`config.mk`:
```
export PLATFORM = sky130hd
export DESIGN_NAME = johnson_step_controller
export DESIGN_NICKNAME = d
export VERILOG_FILES = /design/src/rtl/johnson_step_controller.sv
export SDC_FILE = /design/constraint.sdc
export NUM_CORES = 1
export LEC_CHECK = 0
export ABC_AREA = 1
export BUFFER_PORTS_ARGS = -buffer_cell sky130_fd_sc_hd__buf_2
export CORE_UTILIZATION = 50
export DETAILED_ROUTE_END_ITERATION = 12
export PLACE_DENSITY = 0.77
export SLEW_MARGIN = 10
export SYNTH_ARGS = -nofsm -noshare
export SYNTH_HDL_FRONTEND = slang
export SYNTH_SLANG_ARGS = --single-unit
```
`constraint.sdc`:
```
create_clock -name clock -period 2.9 [get_ports clock]
set_clock_uncertainty 0.2 [all_clocks]
set_input_delay 0 -clock clock [delete_from_list [all_inputs] [get_ports clock]]
set_output_delay 0 -clock clock [all_outputs]
set_load 0.02 [all_outputs]
```
`src/rtl/johnson_step_controller.sv`:
```
// Johnson (twisted-ring) step sequencer: accepts step commands over a
// valid/ready handshake and advances the ring up or down by the commanded
// number of steps, one step every (prescale+1) cycles, with a one-cycle
// completion pulse.
// Optional build macro JOHNSON_STEP_CHECK_EN adds an illegal-code checker
// driving a sticky err flag; without it err is tied low.
module johnson_step_controller #(
    parameter int WIDTH = 4,
    parameter int CNT_W = 8,
    parameter int DIV_W = 8
) (
    input  logic             clock,
    input  logic             reset,
    input  logic             cmd_valid,
    output logic             cmd_ready,
    input  logic             cmd_up_down,
    input  logic [CNT_W-1:0] cmd_steps,
    input  logic [DIV_W-1:0] cmd_prescale,
    input  logic             abort,
    output logic [WIDTH-1:0] out,
    output logic             busy,
    output logic             done,
    output logic             err
);

    typedef enum logic [1:0] {IDLE, RUN, DONE} state_t;

    state_t           state_reg, state_next;
    logic [WIDTH-1:0] out_reg, out_next;
    logic [CNT_W-1:0] remaining_reg, remaining_next;
    logic [DIV_W-1:0] tick_reg, tick_next;
    logic [DIV_W-1:0] prescale_reg, prescale_next;
    logic             up_down_reg, up_down_next;
    logic [WIDTH-1:0] stepped;
    logic             accept;

    assign accept = cmd_valid && cmd_ready;

    // One ring step in the latched direction.
    always_comb begin
        if (up_down_reg)
            stepped = {out_reg[WIDTH-2:0], ~out_reg[WIDTH-1]};
        else
            stepped = {~out_reg[0], out_reg[WIDTH-1:1]};
    end

`ifdef JOHNSON_STEP_CHECK_EN
    // A legal Johnson code has at most one boundary between adjacent bits
    // (ignoring the MSB-to-LSB wraparound).
    logic [WIDTH-2:0] diff;
    logic             illegal;
    logic             err_reg, err_next;

    for (genvar gi = 0; gi < WIDTH - 1; gi++) begin : g_diff
        assign diff[gi] = out_reg[gi] ^ out_reg[gi+1];
    end

    // More than one bit set in diff means more than one boundary.
    assign illegal = |(diff & (diff - 1'b1));
    assign err     = err_reg;
`else
    assign err = 1'b0;
`endif

    // State and datapath registers with synchronous reset.
    always_ff @(posedge clock) begin
        if (reset) begin
            state_reg     <= IDLE;
            out_reg       <= '0;
            remaining_reg <= '0;
            tick_reg      <= '0;
            prescale_reg  <= '0;
            up_down_reg   <= 1'b0;
`ifdef JOHNSON_STEP_CHECK_EN
            err_reg       <= 1'b0;
`endif
        end else begin
            state_reg     <= state_next;
            out_reg       <= out_next;
            remaining_reg <= remaining_next;
            tick_reg      <= tick_next;
            prescale_reg  <= prescale_next;
            up_down_reg   <= up_down_next;
`ifdef JOHNSON_STEP_CHECK_EN
            err_reg       <= err_next;
`endif
        end
    end

    // Next-state logic: command accept, prescaled stepping, abort.
    always_comb begin
        state_next     = state_reg;
        out_next       = out_reg;
        remaining_next = remaining_reg;
        tick_next      = tick_reg;
        prescale_next  = prescale_reg;
        up_down_next   = up_down_reg;
`ifdef JOHNSON_STEP_CHECK_EN
        err_next       = err_reg;
`endif
        case (state_reg)
            IDLE: begin
                if (accept) begin
                    up_down_next   = cmd_up_down;
                    prescale_next  = cmd_prescale;
                    remaining_next = cmd_steps;
                    tick_next      = cmd_prescale;
                    state_next     = (cmd_steps == '0) ? DONE : RUN;
                end
            end
            RUN: begin
                if (abort) begin
                    state_next = DONE;
                end else if (tick_reg != '0) begin
                    tick_next = tick_reg - 1'b1;
                end else begin
                    out_next       = stepped;
                    tick_next      = prescale_reg;
                    // Saturate at zero so the count can never wrap.
                    remaining_next = (remaining_reg != '0) ? remaining_reg - 1'b1 : '0;
                    if (remaining_reg <= CNT_W'(1))
                        state_next = DONE;
                end
            end
            DONE: begin
                state_next = IDLE;
            end
            default: begin
                state_next = IDLE;
            end
        endcase
`ifdef JOHNSON_STEP_CHECK_EN
        // A corrupted code overrides everything: clear the ring, flag it,
        // and end any running command.
        if (illegal) begin
            out_next = '0;
            err_next = 1'b1;
            if (state_reg == RUN)
                state_next = DONE;
        end
`endif
    end

    // Outputs decoded from the current state.
    always_comb begin
        cmd_ready = (state_reg == IDLE) && !reset;
        busy      = (state_reg == RUN);
        done      = (state_reg == DONE);
        out       = out_reg;
    end

endmodule

```
# Word level (Yosys, flattened, before mapping)
# Index checks and enable logic that the tools add are counted.
word_totals:
  register_bits: 31
  latchBits: 0
  mem_bits_rw: 0
  mem_bits_ro: 0
  in_bits: 21
  out_inout_bits: 8
  wordCells: 49
  n_memories: 0
classes:
  addsub: 2
  n_mul: 0
  div_mod_pow: 0
  order_cmp: 1
  eq_ne: 7
  n_shift: 0
  mux: 16
  bitwise_logic: 4
  n_reduce_logical: 13
op_table:
  columns: ["operator", "n"]
  rows:
  - ["8-bit two-way mux", 7]
  - ["8-bit one-hot mux with 2 select lines", 2]
  - ["8-bit nonzero test", 2]
  - ["8-bit by 1-bit subtractor with 8-bit output, second input constant", 2]
  - ["2-bit two-way mux", 5]
  - ["3-bit AND reduction", 3]
  - ["8-bit by 1-bit <= comparator with 1-bit output, second input constant", 1]
  - ["8-bit zero test", 1]
  - ["2-bit inequality test, second input constant", 3]
  - ["4-bit two-way mux", 1]
  - ["1-bit inverter", 4]
  - ["2-bit one-hot mux with 2 select lines", 1]
  - ["4-bit AND reduction", 1]
  - ["3-bit by 2-bit inequality test with 1-bit output, second input constant", 1]
  - ["3-bit inequality test, second input constant", 1]
  - ["2-bit by 1-bit == test with 1-bit output, second input constant", 1]
  - ["2-bit == test, second input constant", 1]
  - ["1-bit logical AND", 2]
  - ["2-bit zero test", 1]
  - ["2-bit AND reduction", 1]
  - ["2-bit nonzero test", 1]
  - ["1-bit zero test", 1]

# Depth between registers and ports, before layout
# Gate-level depths: netlist (run 1).
logic_depth:
  word_depth: 5
  depth_mapped: 10
  depth_no_buf: 10

# Worst setup path after synthesis (run 1)
# No wires, ideal clock.
synth_timing:
  kind: "register to register"
  start: "reg tick_reg[0]"
  end: "reg remaining_reg[0]"
  setup_time_ns: 0.111
  arrival_time_ns: 1.241
  required_ns: 2.589
  setup_slack_ns: 1.347
  path_stages_with_launch: 11
  n_path_buf: 0
  period_less_slack_ns: 1.553
  path_cell_list: "dfxtp_1 inv_1 ha_1 nand3_2 inv_1 nand2_4 nand2_8 nand2_4 nand2_1 nand2_1 nor2_1"
synth_between:
  elab_chain_cells: 3
synth_lines:
  columns: ["item", "line_no", "rtl"]
  rows:
  - ["start: declaration", "31", "logic [DIV_W-1:0] tick_reg, tick_next;"]
  - ["start signal: assignment", "81", "tick_reg <= tick_next;"]
  - ["8-bit nonzero test", "114", "end else if (tick_reg != '0) begin"]
  - ["2-bit inequality test (no source line)", null, null]
  - ["4-bit AND reduction (no source line)", null, null]
  - ["end signal: assignment", "80", "remaining_reg <= remaining_next;"]
  - ["end: declaration", "30", "logic [CNT_W-1:0] remaining_reg, remaining_next;"]
# No other way between the ends.
# A chain may end at the register's enable or synchronous reset.

# Worst setup path in the final report (run 1)
layout_timing:
  start: "reg state_reg[1]"
  end: "reg tick_reg[2]"
layout_between:
  elab_chain_cells: 5
  elab_cells_between_ends: 9
  cone_classes: "eq/ne (3); mux (1); reduce/logical (5)"
layout_lines:
  columns: ["item", "line_no", "rtl"]
  rows:
  - ["start: declaration", "28", "state_t state_reg, state_next;"]
  - ["start signal: assignment", "78", "state_reg <= state_next;"]
  - ["2-bit zero test", "101, 146", null]
  - ["1-bit logical AND", "146", "cmd_ready = (state_reg == IDLE) && !reset;"]
  - ["1-bit logical AND", "37", "assign accept = cmd_valid && cmd_ready;"]
  - ["2-bit inequality test (no source line)", null, null]
  - ["3-bit AND reduction (no source line)", null, null]
# Several ways; a longest one is shown, not always the timed one.

==> impl_metrics.ini, run 1 <==
[timing]
tightest_slew_ns = 0.814
rsz0062_at_grt = false
hold_violations = 0
setup_viol = 0
timing.fmax_mhz = 454
slew_headroom_pct = 45.6
period_minus_slack_ns = 2.20
final_max_slew_viol_count = 0
post-route-period-util_pct = 76.0
setup_tns_ns = 0

[setup_path]
crit_fanout = 23
reg2reg_slack_ns = 0.70
path_cells = inv_2 -> nand2_2 -> nor2_4 -> a21oi_2 -> a21oi_1 -> dlygate4sd3_1 -> a21oi_1
cpLargestDelayFamily = buffers and inverters
crit_required_ns = 2.92
r2r_start = state_reg[1]
crit_top_cell = a21oi_1
timing.critical_path.buf_inv = 2
start_kind = flip-flop
reg2regPathDepth = 7
criticalPathCategory = reg2reg
slowest_stage = dlygate4sd3_1
endpoint_kind = flip-flop
cp.arrival_ns = 2.23
r2r_end = tick_reg[2]
crit_path_max_incr_delay_ns = 0.58

[logic_synthesis]
postSynthCellCount = 311
synth_cell_type_count = 31
ys_seq_area_share_pct = 31.2
synth-seq-cells = 31
synth_top_area_share_pct = 31.2
synth_warnings = 0
yosys.area.top_type = dfxtp_1
synth.avg_cell_area_um2 = 6.40
syn_area_um2 = 1990
synth_fp_nets = 337
synthTopCellsByArea = dfxtp_1 (31%), nand2_1 (13%), nor2_1 (8.3%)

[cells_and_area]
finalNonFillerCells = 407
utilization_pct = 65.0
area_growth_syn_to_layout_pct = 22.3
final_layout_size_suffix_gt1_share_pct = 15.3
design_area_um2 = 2430
diodes = 0
nNetsFinal = 384
final_cell_mix = nand2_1 (70), nor2_1 (44), inv_1 (36), a21oi_1 (32), dfxtp_1 (31)
final_common_cell = nand2_1

[job]
drv_cap = 0

[clock_network]
worstSkewPairLatency_ns = 0.29
ctsHoldBuffers = 22
cts_buffers = 5
cts.path.max_buffers = 2
cts_tree = built
clock-sinks = 31
htree_levels = 2
cts_root_buf = clkbuf_8
path_clk_slew_ns = 0.07
cts_setup_buffers = 0
cts_resized = 0

[hold_path]
holdPathEnd = prescale_reg[2]
min_path_cells = 2
worstHoldPathType = reg2reg
worstHoldStart = prescale_reg[2]

[global_routing]
grt_max_degree = 31
grt_usage_pct = 24.8
antenna_found_initial = 0
grt.overflow.total = 0
grt_pass1_wl_um = 8000
grt_pass1_vias = 1853

[routing]
drtIter0Drc = 125
drc = 0
drtAntennaViolNets = 0
routed_wl_um = 4770
routedWlPerCell_um = 11.7
viasPerCell = 5.08
vias = 2066
dr.pass1.iters = 4

[place]
dp_cells = 377
dp_hpwl_um = 3270
routabilityCongestion = 0.869
dpl_cell_area_um2 = 2120
io_buffers = 27

[power_and_ir_drop]
power_density_nw_per_um2 = 675
leakagePower_nw = 1.17
peakVddDrop_uv = 417

[floorplan]
core-area_um2 = 3740
die-area_um2 = 4230
rows = 22
die_h_um = 65.1
start_util_pct = 53.1
die_width_um = 65.1
boundaryPins = 29

[status]
status = completed
[through the flow]
| step | power, mW | hold slack, ns | setup WS [ns] |
|---|---|---|---|
| after floorplan | 1.14 | -0.160 | 1.35 |
| after CTS | 1.65 | 0.256 | 0.751 |
| after global routing | 1.78 | 0.275 | 0.572 |
| after detailed placement | 1.27 | 0.0336 | 1.13 |
| after global placement | 1.26 | 0.0302 | 1.17 |
| final | 1.64 | 0.255 | 0.696 |
[cell type report]
class	instances	area [um^2]
flip-flops and latches	31	621
inverters	42	160
clock buffers	5	68.8
well taps	48	60.1
repair buffers	49	355
clock inverters	3	20.0
fillers	355	1310
multi-input cells	229	1150
[Yosys cell counts (all sizes together)]
cell type and instances:
xor2 2, nor2 49, clkbuf 3, o21ai 32
conb 1, nor3 1, nand2 77, a21oi 33
clkinv 1, dfxtp 31, xnor2 2, buf 6
nand4 2, ha 5, nand3 25, inv 41
[power breakdown]
group          internal (mW)  switching (mW)
clock                  0.167           0.176
combinational          0.269           0.484
sequential             0.490          0.0558
total                  0.925           0.716
[per-layer routing]
layer  up-vias  GRT usage, %  part of all wire, %
li1       1079             -                    -
met1       919          31.4                   46
met2        59          40.9                   47
met3         9          3.87                  4.5
met4         0          11.4                  2.0
met5         -             0                    0
[kinds of logic (layout without fill, tap and decap cells)]
kind of cell,after synthesis,after routing,synth area share (%)
buffers and inverters,51,99,11.1
xor gates and xnor gates,4,4,1.76
AOI/OAI and AO/OA,65,65,16.7
adders and majority gates,5,5,3.14
DFF,31,31,31.2
other,1,1,0.188
and+or+nand+nor,154,154,35.8
[worst max-delay path by stage]
stage / startpoint / endpoint / slack [ns] / depth (start not counted)
3_5_place_dp: state_reg[0] / remaining_reg[6] / 1.13 / 8
5_1_grt: state_reg[1] / tick_reg[2] / 0.57 / 7
2_1_floorplan: tick_reg[0] / remaining_reg[0] / 1.35 / 10
6_report: state_reg[1] / tick_reg[2] / 0.70 / 7
3_3_place_gp: state_reg[0] / remaining_reg[4] / 1.17 / 7
4_1_cts: state_reg[1] / tick_reg[2] / 0.75 / 7
[tightest hold or removal path: stages, from the launching register on]
cell and delay, ns:
dfxtp_1 0.30, inv_1 0.06, a21oi_1 0.05
No activity file was read; power rests on OpenSTA's default activity.
==> inputs of run 2 (changes only) <==
Clock period 2.9 ns to 2.2 ns, I/O delays scaled along.
==> run 2 against run 1 <==
Clock power up 33%. Highest routed layer unchanged. Design area up 2.3%. Critical path type unchanged. Count of clock-buffer cells in the layout unchanged. Register-to-register slack worse by 0.57 ns. Maximum frequency up 6.4%. Critical path depth up 2.
==> impl_metrics.ini, run 2 (same netlist as run 1, synthesis figures left out) <==
[place]
dpl_cell_area_um2 = 2140
dp_hpwl_um = 3390
routabilityCongestion = 0.900
io_buffers = 27
pre_cts_slack_ns = 0.485

[global_routing]
grt_usage_pct = 25.9
grt_max_degree = 23
grt_pass1_vias = 1920
grt_pass1_wl_um = 8450
grt.overflow.total = 0
antenna_found_initial = 0

[timing]
timing.fmax_mhz = 483
setup_ws_ns = 0.129
setup_tns_ns = 0
post-route-period-util_pct = 94.1
rsz0062_at_grt = false
final_max_slew_viol_count = 0
tightest_slew_ns = 0.583
period_minus_slack_ns = 2.07
slew_headroom_pct = 61.1
whs_ns = 0.254
setup_viol = 0
hold_violations = 0

[setup_path]
endpoint = state_reg[1]
crit_fanout = 7
cp.arrival_ns = 2.11
r2r_end = state_reg[1]
endpoint_kind = flip-flop
crit_start = tick_reg[0]
reg2reg_slack_ns = 0.13
start_kind = flip-flop
criticalPathCategory = reg2reg
crit_required_ns = 2.24
reg2regPathDepth = 9
r2r_start = tick_reg[0]

[cells_and_area]
final_layout_size_suffix_gt1_share_pct = 16.9
design_area_um2 = 2490
area_growth_syn_to_layout_pct = 25.0
nNetsFinal = 391
final_cell_mix = nand2_1 (70), nor2_1 (44), inv_1 (35), a21oi_1 (32), dfxtp_1 (31)
final_common_cell = nand2_1
diodes = 0

[floorplan]
die_h_um = 65.1
die-area_um2 = 4230
start_util_pct = 53.1
die_width_um = 65.1
core-area_um2 = 3740
rows = 22
boundaryPins = 29

[routing]
drtIter0Drc = 149
routed_wl_um = 5000
dr.pass1.iters = 4
viasPerCell = 5.07
vias = 2097
drc = 0
drtAntennaViolNets = 0
routedWlPerCell_um = 12.1

[clock_network]
cts.path.max_buffers = 2
path_clk_slew_ns = 0.07
htree_levels = 2
cts_buffers = 5
cts_root_buf = clkbuf_8
clock-sinks = 31
cts_tree = built
worstSkewPairLatency_ns = 0.29

[job]
drv_cap = 0

[hold_path]
worstHoldPathType = reg2reg
worstHoldStart = prescale_reg[2]

[status]
status = completed

[power_and_ir_drop]
power_density_nw_per_um2 = 898
leakagePower_nw = 1.21
peakVddDrop_uv = 545
-- run 2: changes by cell type in the layout (fill, tap and decap cells not counted), sizes merged --
cell,previous run,this run
dlygate4sd3,22,23
buf,27,33
-- run 2: worst min-delay path by stage --
stage,end,slack (ns),depth (start not counted)
finish,prescale_reg[2],0.25,2
global route,prescale_reg[7],0.29,2
CTS,prescale_reg[2],0.26,2
detailed placement,state_reg[1],0.04,2
global placement,state_reg[1],0.04,2
floorplan,cmd_ready,-0.16,1
-- run 2: stage by stage --
| stage | cells | total power, mW | utilization (%) |
|---|---|---|---|
| after CTS | 410 | 2.18 | 65.6 |
| final | 414 | 2.23 | 66.4 |
| after floorplan | 311 | 1.50 | - |
| after global routing | 414 | 2.40 | 66.4 |
| after detailed placement | 379 | 1.69 | 57.1 |
| after global placement | 379 | 1.67 | 57.1 |
-- run 2: cell type report --
class	instances	area, um^2
clock buffers	5	68.8
clock inverters	3	20.0
fillers	339	1260
inverters	42	160
multi-input cells	229	1150
flip-flops and latches	31	621
well taps	48	60.1
repair buffers	56	410
-- run 2: where the power goes --
| part | switching (mW) | internal (mW) |
|---|---|---|
| Sequential | 0.0754 | 0.646 |
| Combinational | 0.659 | 0.397 |
| Clock | 0.236 | 0.220 |
-- run 2: what timing repair did --
action / CTS / global route
setup buffers: 0 / 4
resized for setup: 0 / 1
endpoints found under the setup margin: 0 / 1
hold buffers: 23 / 0
hold endpoints to repair: 28 / 0
-- run 2: metal layers --
layer	global-route usage, %	part of all wire, %	up-vias	wire length (um)
li1	-	-	1092	-
met1	33.6	46	927	2290
met2	41.4	47	68	2340
met3	4.40	5.2	10	262
met4	12.5	2.2	0	108
met5	0	0	-	0
-- run 2: worst max-delay path, cell delays in order, from the launching register on --
cell and delay [ns]:
dfxtp_1 0.34, inv_1 0.11, ha_1 0.17, nand3_2 0.14, nor2_8 0.16, nand3_1 0.08, nand2_1 0.08, nand2_1 0.05
nor3_1 0.12, dlygate4sd3_1 0.57
